**src/rtl/decode_inst_queue_pkg.sv**
```systemverilog
// Shared types and sequence-number age rule for the decode instruction queue.
// Optional same-cycle bypass is enabled with DECODE_INST_QUEUE_BYPASS_EN.
package decode_inst_queue_pkg;

    localparam int unsigned c_seq_max = 32;

    typedef struct packed {
        logic [31:0]          inst;
        logic [31:0]          pc;
        logic [c_seq_max-1:0] seq_num;
    } entry_t;

    // a is older than b when b lies in the half-window ahead of a
    function automatic logic seq_older(
        input logic [c_seq_max-1:0] a,
        input logic [c_seq_max-1:0] b,
        input int unsigned          bits
    );
        logic [c_seq_max-1:0] mask;
        logic [c_seq_max-1:0] half;
        logic [c_seq_max-1:0] diff;
        mask = (bits >= c_seq_max) ? '1 : ((c_seq_max'(1) << bits) - 1);
        half = c_seq_max'(1) << (bits - 1);
        diff = (b - a) & mask;
        return (diff != '0) && (diff < half);
    endfunction

endpackage

```
**src/rtl/seq_num_older.sv**
```systemverilog
// Wrap-aware sequence-number age comparator.
// Used by decode_inst_queue (see DECODE_INST_QUEUE_BYPASS_EN in the package).
module seq_num_older
    import decode_inst_queue_pkg::*;
#(
    parameter int p_bits = 5
) (
    input  logic [p_bits-1:0] a,
    input  logic [p_bits-1:0] b,
    output logic              older
);

    assign older = seq_older(c_seq_max'(a), c_seq_max'(b), p_bits);

endmodule

```
**src/rtl/decode_inst_queue.sv**
```systemverilog
// Circular fetch-to-decode instruction queue with squash-by-age suffix removal.
// Define DECODE_INST_QUEUE_BYPASS_EN for an empty-queue fetch-to-decode bypass.
module decode_inst_queue
    import decode_inst_queue_pkg::*;
#(
    parameter int p_depth        = 4,
    parameter int p_seq_num_bits = 5
) (
    input  logic                          clk,
    input  logic                          rst,
    input  logic                          f_val,
    output logic                          f_rdy,
    input  logic [31:0]                   f_inst,
    input  logic [31:0]                   f_pc,
    input  logic [p_seq_num_bits-1:0]     f_seq_num,
    output logic                          d_val,
    input  logic                          d_rdy,
    output logic [31:0]                   d_inst,
    output logic [31:0]                   d_pc,
    output logic [p_seq_num_bits-1:0]     d_seq_num,
    input  logic                          squash_val,
    input  logic [p_seq_num_bits-1:0]     squash_seq_num,
    output logic [$clog2(p_depth+1)-1:0]  count
);

    localparam int c_pw = $clog2(p_depth);
    localparam int c_cw = $clog2(p_depth + 1);

    entry_t            mem [p_depth];
    logic [c_pw-1:0]   head;
    logic [c_pw-1:0]   tail;
    logic [c_cw-1:0]   cnt;
    logic              up;
    logic [p_depth-1:0] ent_young;
    logic              in_young;
    logic              enq;
    logic              deq;
    logic              wr;
    logic [c_cw-1:0]   keep_end;
    logic              found;
    logic [c_pw-1:0]   scan_idx;
    logic [c_pw-1:0]   head_n;
    logic [c_pw-1:0]   tail_n;
    logic [c_cw-1:0]   cnt_n;

    for (genvar i = 0; i < p_depth; i++) begin : g_age
        seq_num_older #(.p_bits(p_seq_num_bits)) u_age (
            .a     (squash_seq_num),
            .b     (mem[i].seq_num[p_seq_num_bits-1:0]),
            .older (ent_young[i])
        );
    end

    seq_num_older #(.p_bits(p_seq_num_bits)) u_age_in (
        .a     (squash_seq_num),
        .b     (f_seq_num),
        .older (in_young)
    );

    assign count = cnt;
    assign f_rdy = up && (cnt < c_cw'(p_depth));
    assign enq   = f_val && f_rdy;
    assign deq   = d_rdy && (cnt != '0);

`ifdef DECODE_INST_QUEUE_BYPASS_EN
    logic byp;
    assign byp       = enq && (cnt == '0) && !(squash_val && in_young);
    assign d_val     = (cnt != '0) || byp;
    assign d_inst    = byp ? f_inst : mem[head].inst;
    assign d_pc      = byp ? f_pc : mem[head].pc;
    assign d_seq_num = byp ? f_seq_num
                           : mem[head].seq_num[p_seq_num_bits-1:0];
    assign wr        = enq && !(squash_val && in_young) && !(byp && d_rdy);
`else
    assign d_val     = cnt != '0;
    assign d_inst    = mem[head].inst;
    assign d_pc      = mem[head].pc;
    assign d_seq_num = mem[head].seq_num[p_seq_num_bits-1:0];
    assign wr        = enq && !(squash_val && in_young);
`endif

    // first young entry past the dequeued head marks the removed suffix
    always_comb begin
        keep_end = cnt;
        found    = 1'b0;
        scan_idx = head;
        for (int k = 0; k < p_depth; k++) begin
            scan_idx = head + c_pw'(k);
            if (squash_val && !found &&
                c_cw'(k) >= c_cw'(deq) && c_cw'(k) < cnt &&
                ent_young[scan_idx]) begin
                keep_end = c_cw'(k);
                found    = 1'b1;
            end
        end
    end

    assign head_n = head + c_pw'(deq);
    assign tail_n = found ? head + c_pw'(keep_end) : tail;
    assign cnt_n  = keep_end - c_cw'(deq) + c_cw'(wr);

    always_ff @(posedge clk or negedge rst) begin
        if (!rst) begin
            head <= '0;
            tail <= '0;
            cnt  <= '0;
            up   <= 1'b0;
        end else begin
            up   <= 1'b1;
            head <= head_n;
            tail <= tail_n + c_pw'(wr);
            cnt  <= cnt_n;
        end
    end

    always_ff @(posedge clk) begin
        if (wr) begin
            mem[tail_n] <= '{inst: f_inst, pc: f_pc,
                             seq_num: c_seq_max'(f_seq_num)};
        end
    end

endmodule

```
**config.mk**
```make
export PLATFORM = sky130hd
export DESIGN_NAME = decode_inst_queue
export DESIGN_NICKNAME = d
export VERILOG_FILES = /design/src/rtl/decode_inst_queue_pkg.sv /design/src/rtl/seq_num_older.sv /design/src/rtl/decode_inst_queue.sv
export SDC_FILE = /design/constraint.sdc
export NUM_CORES = 1
export LEC_CHECK = 0
export BUFFER_PORTS_ARGS = -buffer_cell sky130_fd_sc_hd__buf_2
export CAP_MARGIN = 5
export CORE_UTILIZATION = 30
export CTS_BUF_LIST = sky130_fd_sc_hd__clkbuf_8
export DETAILED_ROUTE_END_ITERATION = 6
export PLACE_DENSITY = 0.58
export SETUP_SLACK_MARGIN = 0.2
export SLEW_MARGIN = 20
export SYNTH_ARGS = -nofsm -noshare
export SYNTH_HDL_FRONTEND = slang
export SYNTH_SLANG_ARGS = --single-unit
```
**constraint.sdc**
```tcl
create_clock -name clk -period 7.93 [get_ports clk]
set_input_delay 0 -clock clk [delete_from_list [all_inputs] [get_ports clk]]
set_output_delay 0 -clock clk [all_outputs]
set_load 0.02 [all_outputs]
```
Yosys cells after proc, flatten, opt, wreduce, memory -nomap -nowiden
Memories as Yosys holds them, arrays and structs flattened.
Index checks and enable logic that the tools add are counted.
{"block": "classes", "mux": 19, "order_cmp": 15, "n_addsub": 13, "n_reduce_logical": 32}
{"operator": "32-bit nonzero test", "count": 5}
{"operator": "5-bit < comparator (second input constant)", "count": 5}
{"operator": "5-bit subtractor", "count": 5}
{"operator": "1-bit logical AND", "count": 22}
{"operator": "2-bit by 3-bit < comparator with 1-bit output (second input constant)", "count": 4}
{"operator": "3-bit two-way mux", "count": 4}
{"operator": "1-bit two-way mux", "count": 10}
{"operator": "1-bit binary-select mux with 2-bit select", "count": 4}
{"operator": "1-bit by 3-bit < comparator with 1-bit output (first input constant)", "count": 2}
{"operator": "2-bit by 3-bit < comparator with 1-bit output (first input constant)", "count": 2}
{"operator": "2-bit by 1-bit adder with 2-bit output", "count": 2}
{"operator": "2-bit adder (second input constant)", "count": 2}
{"operator": "1-bit zero test", "count": 4}
{"operator": "3-bit by 1-bit adder with 3-bit output", "count": 1}
{"operator": "3-bit < comparator (second input constant)", "count": 1}
{"operator": "3-bit nonzero test", "count": 1}
{"operator": "3-bit by 1-bit subtractor with 3-bit output", "count": 1}
{"operator": "2-bit by 1-bit adder with 2-bit output (second input constant)", "count": 1}
{"operator": "2-bit adder", "count": 1}
{"operator": "2-bit two-way mux", "count": 1}
{"operator": "1-bit greater-or-equal comparator (first input constant)", "count": 1}
{"block": "totals", "wordCells": 84, "reg_bits": 8, "ramBits": 276, "n_memories": 1, "inputBits": 79}
{"memory": "mem", "depth": 4, "width": 69, "read_ports": 5, "rd_clocked_by_memory_dff": 0, "write_ports": 1, "line_no": "decode_inst_queue.sv:29", "text": "entry_t mem [p_depth];"}

Longest topological paths before layout
Gate-level depths: netlist of the first run.
An unclocked memory read counts as a cell.
{"block": "logic_depth", "ltp_word": 26, "mapped_depth": 16, "ltp_nobuf": 16}

Modules after synthesis
From an unflattened synthesis of the first run, not the netlist that was laid out.
{"block": "hier_totals", "hier_cells": 554, "hier_area_um2": 11553.6}
{"module": "decode_inst_queue", "area_each_um2": 10627.7, "cells_per_inst": 439, "seq_area_each_um2": 8488.1, "instances": 1}
{"module": "seq_num_older", "area_each_um2": 185.2, "cells_per_inst": 23, "seq_area_each_um2": 0.0, "instances": 5}

Worst setup path before layout of the first run
OpenSTA, ideal clock, no wires.
{"block": "synth_timing", "kind": "flip-flop to flip-flop", "start": "mem mem[0][1] in the netlist's numbering", "end": "mem mem[3][0] in the netlist's numbering, enable pin", "path_stages_with_launch": 16, "period_less_slack_ns": 8.397, "required_time_ns": 7.335, "arrival_time_ns": 7.802, "path_slack_ns": -0.467, "setup_ns": 0.595, "cell_sequence": "edfxtp_1 > ha_1 > nor2b_1 > a2111oi_2 > a31oi_1 > o211ai_2 > mux2i_1 > mux2i_1 > nor2_1 > o22ai_1 > inv_1 > ha_1 > xor2_1 > nor3b_1 > a221oi_2 > nor3b_1"}
{"element": "start, declared", "line_no": "decode_inst_queue.sv:29"}

==> results.json, run 1 <==
{
  "status": "finished, final reports clean",
  "critPathLaunchType": "flop",
  "maxCapViolCount": 0,
  "async_reset_ff_frac": 0.0282,
  "core-area_mm2": 0.0369,
  "htree_levels": 2,
  "wl_per_cell_um": 18.0,
  "ys_top_cells_by_count": "276 x edfxtp_1, 69 x mux4_2, 25 x ha_1",
  "critPathArrivalTime_ns": 5.12,
  "pre_cts_slack_ns": 2.88,
  "setup_viol": 0,
  "post_synth.cell_area_avg_um2": 21.7,
  "synth_cell_types": 51,
  "area_growth_pct": 26.7,
  "syn_nets": 628,
  "endpoint": "mem[1][24]$_DFFE_PP_",
  "design_area_mm2": 0.0144,
  "drt_iter0_drc": 240,
  "finalHoldViolations": 0,
  "r2r-start": "mem[0][1]$_DFFE_PP_",
  "cts_tree": "built",
  "clock_latency_ns": 0.57,
  "drive_above_1_share": 0.379,
  "firstDrtPassIters": 4,
  "critPathMaxFanout": 36,
  "yosys_warnings": 0,
  "post_dp_cell_area_mm2": 0.0127,
  "track_usage": 0.126,
  "syn_inst": 523,
  "fmax_ghz": 0.202,
  "power_density_mw_per_mm2": 334,
  "syn_area_mm2": 0.0113,
  "first_global_vias": 6334,
  "antenna_found_initial": 2,
  "finalClockSkew_ns": 0.0265,
  "synth_top_area_share": 0.731,
  "hpwl_um": 14300,
  "clkTransAtPathRegs_ns": 0.06,
  "peakVddDrop_uv": 223,
  "fin_setup_tns_ns": 0,
  "cp-startpoint": "mem[0][1]$_DFFE_PP_",
  "crit_path_end_kind": "flop",
  "io_pins": 153,
  "ys.flop_type": "edfxtp_1",
  "dieArea_mm2": 0.0386,
  "yosysMostFrequentCell": "edfxtp_1",
  "synth_area_leader_cell": "edfxtp_1",
  "p_leak_nw": 5.03,
  "min_path_type": "input pin to flop",
  "r2r-end": "mem[1][24]$_DFFE_PP_",
  "nNetsFinal": 891,
  "clk_root_buffer_cell": "clkbuf_8",
  "slew_headroom": 0.433,
  "wl_um": 23900,
  "total_power_mw": 4.79,
  "synth_area_leaders": "edfxtp_1 73%, mux4_2 14%, ha_1 2.8%",
  "period_minus_slack_ns": 4.95,
  "r2r_slack_ns": 2.98,
  "rsz0062_at_grt": "false",
  "timing.hold.ws_ns": 0.0578,
  "ff2ff_path_depth": 16,
  "slew_viol_final": 0,
  "drcViolationCount": 0,
  "yosysSeqAreaShare": 0.749,
  "die_w_um": 196,
  "crit_required_ns": 8.11,
  "grt_overflow": 0,
  "clock_sinks": 284,
  "cts_buffers": 48,
  "layout_setup_ws_ns": 2.98,
  "vias": 5953,
  "worst_pin_slew_ns": 0.851,
  "ys_ff_latch": 284,
  "cts_resized": 0,
  "crit_type": "flop to flop",
  "grt_pass1_wl_um": 36400,
  "synth_edf_count": 276,
  "fp-row-count": 70,
  "antenna_left": 0,
  "period_share": 0.624,
  "initial_core_util": 0.307,
  "die_h_um": 196,
  "io_buffer_count": 152,
  "clock_path_buffers": 3,
  "grt_start_max_net_pins": 43,
  "gp_congestion": 0.757,
  "vias_per_cell": 4.48
}
-- cells in the final DEF (no fill, tap or decap), drive strengths merged, types with 2 or more instances in the layout --
| cell type | n |
|---|---|
| nand2 | 6 |
| bufinv | 3 |
| o211ai | 6 |
| and3b | 2 |
| edfxtp | 276 |
| o21ai | 10 |
| nor2 | 8 |
| o22ai | 2 |
| nor2b | 3 |
| mux4 | 69 |
| nor3b | 2 |
| clkbuf | 50 |
| nand3 | 6 |
| ha | 25 |
| mux2i | 5 |
| buf | 159 |
| diode | 2 |
| a31oi | 3 |
| xor2 | 10 |
| and2 | 3 |
| or3 | 3 |
| o21a | 3 |
| o2111ai | 3 |
| nand2b | 10 |
| a21oi | 6 |
| inv | 24 |
| dfrtp | 8 |
| clkinv | 24 |
| xnor2 | 7 |
| dlygate4sd3 | 72 |
-- power breakdown --
group / leakage, nW / total (mW) / internal (mW) / switching (mW)
Clock: 0.513 / 1.26 / 0.685 / 0.573
Sequential: 2.58 / 2.01 / 1.85 / 0.156
Combinational: 1.94 / 1.53 / 0.658 / 0.869
-- through the flow --
stage          utilization  cells
3_3_place_gp         0.345   1168
3_5_place_dp         0.345   1168
5_1_grt              0.390   1330
6_report             0.390   1330
4_1_cts              0.389   1328
2_1_floorplan            -    523
-- cells by family (layout without fill, tap and decap cells) --
group / Yosys count / in the layout / share of synthesized area
AOI/OAI and AO/OA: 41 / 41 / 0.0281
xor gates and xnor gates: 17 / 17 / 0.0138
adders and majority gates: 26 / 26 / 0.0294
buffers and inverters: 32 / 333 / 0.0136
DFF: 284 / 284 / 0.749
muxes: 74 / 74 / 0.142
other: 1 / 3 / 0.000331
and+or+nand+nor: 48 / 48 / 0.0242
-- how the worst min path moves through the flow --
| stage | from | to | slack, ns | cells after the start |
|---|---|---|---|---|
| 6_report | f_val | count[0]$_DFF_PN0_ | 0.06 | 4 |
| 5_1_grt | f_val | count[0]$_DFF_PN0_ | 0.07 | 4 |
| 4_1_cts | f_val | count[0]$_DFF_PN0_ | 0.002 | 4 |
| 3_5_place_dp | rst | count[2]$_DFF_PN0_ | -0.14 | 1 |
| 3_3_place_gp | rst | up$_DFF_PN0_ | -0.14 | 1 |
| 2_1_floorplan | rst | count[0]$_DFF_PN0_ | -0.30 | 0 |
-- state kept, by name, summed over array words and instances (netlist names) --
register,count
mem,276
up,1
head,2
count,3
tail,2
-- final cells by class --
type / count / area (µm²)
antenna: 2 / 5.00
clock buffer: 50 / 688
clock inverter: 38 / 241
fill: 3428 / 22500
inverter: 14 / 52.6
multi-input combinational: 207 / 2720
sequential: 284 / 8500
tap: 504 / 631
timing repair buffer: 231 / 1530
-- metal layers --
metal | global-route usage | wire (µm)
met1 | 0.168 | 10900
met2 | 0.203 | 11400
met3 | 0.0298 | 1130
met4 | 0.0411 | 414
met5 | 0 | 0
-- repair_timing --
item,in CTS,in global routing
buffers inserted,0,0
hold buffers,72,0
hold endpoints to repair,286,0
endpoints found under the setup margin,0,0
-- worst max-delay path, stage by stage, from the launching register on --
cell	delay, ns
edfxtp_1	0.39
ha_1	0.30
nor2b_1	0.15
a2111oi_2	0.34
a31oi_1	0.09
o211ai_2	0.22
mux2i_1	0.14
mux2i_1	0.32
nor2_1	0.09
o22ai_1	0.23
inv_1	0.08
ha_1	0.19
xor2_1	0.20
nor3b_1	0.10
a221oi_2	0.42
and3b_4	0.70
buf_4	0.58
Note: power is estimated with default switching activity, not from simulation.
==> run 2, diff against run 1 <==
==> constraint.sdc (replaced) <==
create_clock -name clk -period 4.1 [get_ports clk]
set_input_delay 0 -clock clk [delete_from_list [all_inputs] [get_ports clk]]
set_output_delay 0 -clock clk [all_outputs]
set_load 0.02 [all_outputs]
==> run 2 against run 1 <==
Compared with the run above:
- total power is 100% higher
- global-route usage up 0.48 points
- critical path depth rose by 2
- final cell count is 2.0% higher
- die area unchanged
- utilization rose by 1.5 points
- clock power is 99% higher
- cell area grew 4.0%
- critical path type unchanged
- largest cell class unchanged
==> results.json, run 2 (synthesis gave the netlist of run 1 again) <==
{
  "fin_setup_tns_ns": 0,
  "cts_tree": "built",
  "crit_required_ns": 4.45,
  "track_usage": 0.131,
  "grt_start_max_net_pins": 44,
  "clock_latency_ns": 0.61,
  "layout_setup_ws_ns": 0.340,
  "htree_levels": 2,
  "crit_type": "flop to flop",
  "finalClockSkew_ns": 0.0305,
  "worst_pin_slew_ns": 0.746,
  "rsz0062_at_grt": "false",
  "io_buffer_count": 152,
  "drive_above_1_share": 0.413,
  "switchingPower_mw": 3.24,
  "maxCapViolCount": 0,
  "fp-row-count": 70,
  "antenna_left": 0,
  "setup_viol": 0,
  "period_minus_slack_ns": 3.76,
  "dieArea_mm2": 0.0386,
  "drt_iter0_drc": 210,
  "peakVddDrop_uv": 351,
  "clkTransAtPathRegs_ns": 0.06,
  "ff2ff_path_depth": 18,
  "status": "finished, final reports clean",
  "slew_viol_final": 0,
  "cts_buffers": 50,
  "post_dp_cell_area_mm2": 0.0129,
  "largest-register": "mem",
  "largest_reg_flops": 276,
  "r2r_slack_ns": 0.34,
  "vias_per_cell": 4.50,
  "area_growth_pct": 31.8,
  "crit_chain": "ha_4, xor2_1, nor4_2, o31ai_4, nand2b_1, a31oi_1, o21ai_1, a22oi_2, o22ai_2, inv_1, ha_4, xor2_2, nor3b_2, a221oi_2, buf_4, and3b_4, buf_12, clkbuf_16",
  "critPathMaxFanout": 9,
  "cp-startpoint": "mem[1][3]$_DFFE_PP_",
  "period_share": 0.917,
  "hpwl_um": 15100,
  "crit_path_end_kind": "flop",
  "die_h_um": 196,
  "path_common_cell": "ha_4",
  "power_density_mw_per_mm2": 646,
  "final_common_cell": "edfxtp_1",
  "fillers": 3374,
  "design_area_mm2": 0.0149,
  "drcViolationCount": 0,
  "gp_congestion": 0.759,
  "firstDrtPassIters": 4,
  "most-common-layout-cells": "276 x edfxtp_1, 152 x buf_2, 73 x dlygate4sd3_1",
  "antenna_found_initial": 1,
  "clock_sinks": 284,
  "clock_path_buffers": 3,
  "initial_core_util": 0.307,
  "vias": 6107,
  "switching_share": 0.336,
  "slowest_stage": "edfxtp_1",
  "endpoint": "mem[2][1]$_DFFE_PP_",
  "r2r-end": "mem[2][1]$_DFFE_PP_",
  "core-area_mm2": 0.0369,
  "die_w_um": 196,
  "power_frac_comb": 0.352,
  "finalHoldViolations": 0,
  "critPathLaunchType": "flop",
  "first_global_vias": 6553,
  "p_int_mw": 6.41,
  "io_pins": 153,
  "grt_pass1_wl_um": 37800,
  "fmax_ghz": 0.266,
  "timing.hold.ws_ns": 0.141,
  "fin_util": 0.405,
  "wl_per_cell_um": 18.8,
  "slowest_delay_ns": 0.44,
  "pre_cts_slack_ns": 0.210,
  "wl_um": 25600,
  "seq_power_share": 0.387,
  "grt_overflow": 0,
  "clk_root_buffer_cell": "clkbuf_8",
  "nNetsFinal": 918,
  "p_clk_frac": 0.260,
  "min_path_type": "input pin to flop",
  "r2r-start": "mem[1][3]$_DFFE_PP_",
  "slew_headroom": 0.502,
  "p_leak_nw": 5.25,
  "critPathArrivalTime_ns": 4.10
}
run 2: worst min-delay path by stage:
stage	startpoint	to	cells after the start
CTS	f_inst[10]	mem[3][47]$_DFFE_PP_	2
finish	f_inst[27]	mem[1][64]$_DFFE_PP_	2
detailed placement	rst	up$_DFF_PN0_	1
global placement	rst	up$_DFF_PN0_	1
floorplan	rst	count[0]$_DFF_PN0_	0
global route	f_inst[4]	mem[2][41]$_DFFE_PP_	2
run 2: worst max-delay path, delay by kind of cell, from the launching register on:
family,cells,cell delay [ns]
DFF,1,0.44
buffers and inverters,4,0.62
AOI/OAI and AO/OA,6,1.11
xor gates and xnor gates,2,0.39
adders and majority gates,2,0.45
and+or+nand+nor,4,0.49
run 2: metrics by stage:
| stage | power (mW) | instances |
|---|---|---|
| 2_1_floorplan | 5.98 | 523 |
| 3_3_place_gp | 7.06 | 1180 |
| 3_5_place_dp | 7.08 | 1180 |
| 4_1_cts | 9.71 | 1344 |
| 5_1_grt | 10.2 | 1356 |
| 6_report | 9.65 | 1357 |
run 2: cell type report:
| cell class | instances | area, µm² | area share |
|---|---|---|---|
| inverters | 14 | 52.6 | 0.00352 |
| multi-input cells | 207 | 2870 | 0.192 |
| clock buffers | 51 | 702 | 0.0470 |
| repair buffers | 256 | 1930 | 0.129 |
| diodes | 1 | 2.50 | 0.000168 |
| clock inverters | 40 | 258 | 0.0173 |
| well taps | 504 | 631 | 0.0422 |
| flip-flops and latches | 284 | 8500 | 0.569 |
run 2: power by group through the flow:
stage | sequential, mW | clock (mW) | combinational, mW
after floorplan | 3.73 | 0 | 2.25
after global placement | 3.79 | 0 | 3.27
after detailed placement | 3.80 | 0 | 3.28
after CTS | 3.74 | 2.62 | 3.35
after global routing | 3.77 | 2.73 | 3.69
final | 3.74 | 2.51 | 3.40
run 2: timing repair:
| action | CTS | global route |
|---|---|---|
| setup buffers | 0 | 7 |
| setup endpoints to repair | 0 | 272 |
| endpoints found under the hold margin | 288 | 0 |
| resized for setup | 0 | 20 |
| hold buffers | 73 | 0 |
run 2: layer usage:
metal / up-vias / GRT usage / part of all wire
met1: 3151 / 0.166 / 0.44
met5: - / 0 / 0
met4: 0 / 0.0535 / 0.023
met2: 140 / 0.211 / 0.48
li1: 2769 / - / -
met3: 47 / 0.0364 / 0.058
==> run 3, diff against run 2 <==
--- a/config.mk
+++ b/config.mk
@@ -7,6 +7,7 @@
 export LEC_CHECK = 0
 export BUFFER_PORTS_ARGS = -buffer_cell sky130_fd_sc_hd__buf_2
 export CAP_MARGIN = 5
+export CORE_MARGIN = 2
 export CORE_UTILIZATION = 30
 export CTS_BUF_LIST = sky130_fd_sc_hd__clkbuf_8
 export DETAILED_ROUTE_END_ITERATION = 6
==> run 3 against run 2 <==
Compared with the run above:
- via count barely moved
- combinational power rose by 2%
- worst hold slack got worse by 0.072 ns
- sequential cell count did not move
- sequential share of layout area fell by 0.20 points
- non-clock buffer count rose by 3
==> results.json, run 3 (synthesis gave the netlist of run 1 again) <==
{
  "grt_pass1_wl_um": 37000,
  "fin_setup_tns_ns": 0,
  "drt_iter0_drc": 319,
  "layout_setup_ws_ns": 0.324,
  "clock_latency_ns": 0.56,
  "antenna_left": 0,
  "critPathArrivalTime_ns": 4.02,
  "timing.hold.ws_ns": 0.0686,
  "most-common-layout-cells": "276 x edfxtp_1, 152 x buf_2, 72 x dlygate4sd3_1",
  "min_path_type": "input pin to flop",
  "wl_um": 25800,
  "largest-register": "mem",
  "cp-startpoint": "mem[0][3]$_DFFE_PP_",
  "clock_path_buffers": 3,
  "crit_path_end_kind": "flop",
  "pre_cts_slack_ns": 0.121,
  "instances_no_fill": 1357,
  "slew_viol_final": 0,
  "nNetsFinal": 919,
  "min_from": "f_val",
  "htree_levels": 2,
  "die_h_um": 198,
  "io_buffer_count": 152,
  "crit_required_ns": 4.35,
  "fillers": 3393,
  "fp-row-count": 71,
  "ff2ff_path_depth": 15,
  "r2r_slack_ns": 0.32,
  "fmax_ghz": 0.265,
  "setup_viol": 0,
  "critPathMaxFanout": 19,
  "drcViolationCount": 0,
  "drive_above_1_share": 0.412,
  "r2r-end": "mem[2][58]$_DFFE_PP_",
  "area_growth_pct": 32.2,
  "hpwl_um": 14900,
  "slew_headroom": 0.316,
  "die_w_um": 198,
  "final-seq-area_mm2": 0.00850,
  "total_power_mw": 9.59,
  "largest_reg_flops": 276,
  "worst_pin_slew_ns": 1.03,
  "p_leak_nw": 5.26,
  "maxCapViolCount": 0,
  "initial_core_util": 0.303,
  "grt_overflow": 0,
  "post_dp_cell_area_mm2": 0.0129,
  "r2r-start": "mem[0][3]$_DFFE_PP_",
  "status": "finished, final reports clean",
  "clkTransAtPathRegs_ns": 0.06,
  "track_usage": 0.126,
  "rsz0062_at_grt": "true",
  "power_density_mw_per_mm2": 640,
  "critPathLaunchType": "flop",
  "gp_congestion": 0.804,
  "multi_input_area_mm2": 0.00287,
  "first_global_vias": 6517,
  "core-area_mm2": 0.0374,
  "crit_type": "flop to flop",
  "dieArea_mm2": 0.0394,
  "final_common_cell": "edfxtp_1",
  "finalHoldViolations": 0,
  "cts_tree": "built",
  "cts_buffers": 48,
  "design_area_mm2": 0.0150,
  "wl_per_cell_um": 19.0,
  "period_minus_slack_ns": 3.78,
  "finalClockSkew_ns": 0.0234,
  "clock_sinks": 284,
  "period_share": 0.921,
  "fin_util": 0.401,
  "holdPathStages": 5,
  "peakVddDrop_uv": 360,
  "vias_per_cell": 4.50,
  "clk_root_buffer_cell": "clkbuf_8",
  "io_pins": 153,
  "vias": 6112,
  "grt_start_max_net_pins": 65,
  "post-place-cells": 1184,
  "antenna_found_initial": 1,
  "min_to": "count[0]$_DFF_PN0_",
  "firstDrtPassIters": 4
}
[run 3: changes by cell type in the layout (fill, tap and decap cells not counted), sizes merged]
cell         previous run  this run
clkinv                 22        15
inv                    29        28
clkbuf                 55        57
dlygate4sd3            73        72
[run 3: timing repair]
item / in CTS / in global routing
setup buffers: 1 / 8
pin swaps: 1 / 11
cloned: 0 / 10
gates resized for setup: 1 / 26
setup endpoints to repair: 103 / 276
hold endpoints to repair: 286 / 0
hold buffers: 72 / 0
[run 3: how the worst max path moves through the flow]
stage,to,slack [ns]
5_1_grt,mem[0][7]$_DFFE_PP_,0.11
4_1_cts,mem[1][22]$_DFFE_PP_,0.21
6_report,mem[2][58]$_DFFE_PP_,0.32
3_5_place_dp,mem[1][22]$_DFFE_PP_,0.12
2_1_floorplan,mem[3][0]$_DFFE_PP_,-0.73
3_3_place_gp,mem[1][22]$_DFFE_PP_,0.15
[run 3: power by group]
group	switching [mW]	total [mW]	internal (mW)
sequential	0.183	3.76	3.58
combinational	1.94	3.48	1.54
clock	1.07	2.36	1.29
[run 3: metal layers]
layer  wire [µm]  global-route usage  vias up
met5           0                   0        -
met4         465              0.0390        0
met3        1460              0.0349       41
met2       12800               0.207      161
met1       11100               0.161     3139
li1            -                   -     2771
[run 3: area by class of cell]
cell class / count / share of cell area
well taps: 511 / 0.0427
clock buffers: 49 / 0.0450
clock inverters: 32 / 0.0136
repair buffers: 259 / 0.137
diodes: 1 / 0.000167
multi-input cells: 207 / 0.191
flip-flops and latches: 284 / 0.567
inverters: 14 / 0.00351
[run 3: worst max-delay path: stages, from the launching register on]
cell and delay [ns]:
edfxtp_1 0.45, ha_4 0.27, a2111oi_2 0.35, a31oi_1 0.08
o211ai_2 0.27, mux2i_2 0.14, mux2i_1 0.20, nor2_1 0.09
o22ai_2 0.18, inv_2 0.06, ha_4 0.17, xor2_4 0.16
nor3b_2 0.23, a221oi_4 0.08, and3b_4 0.45, clkbuf_16 0.26
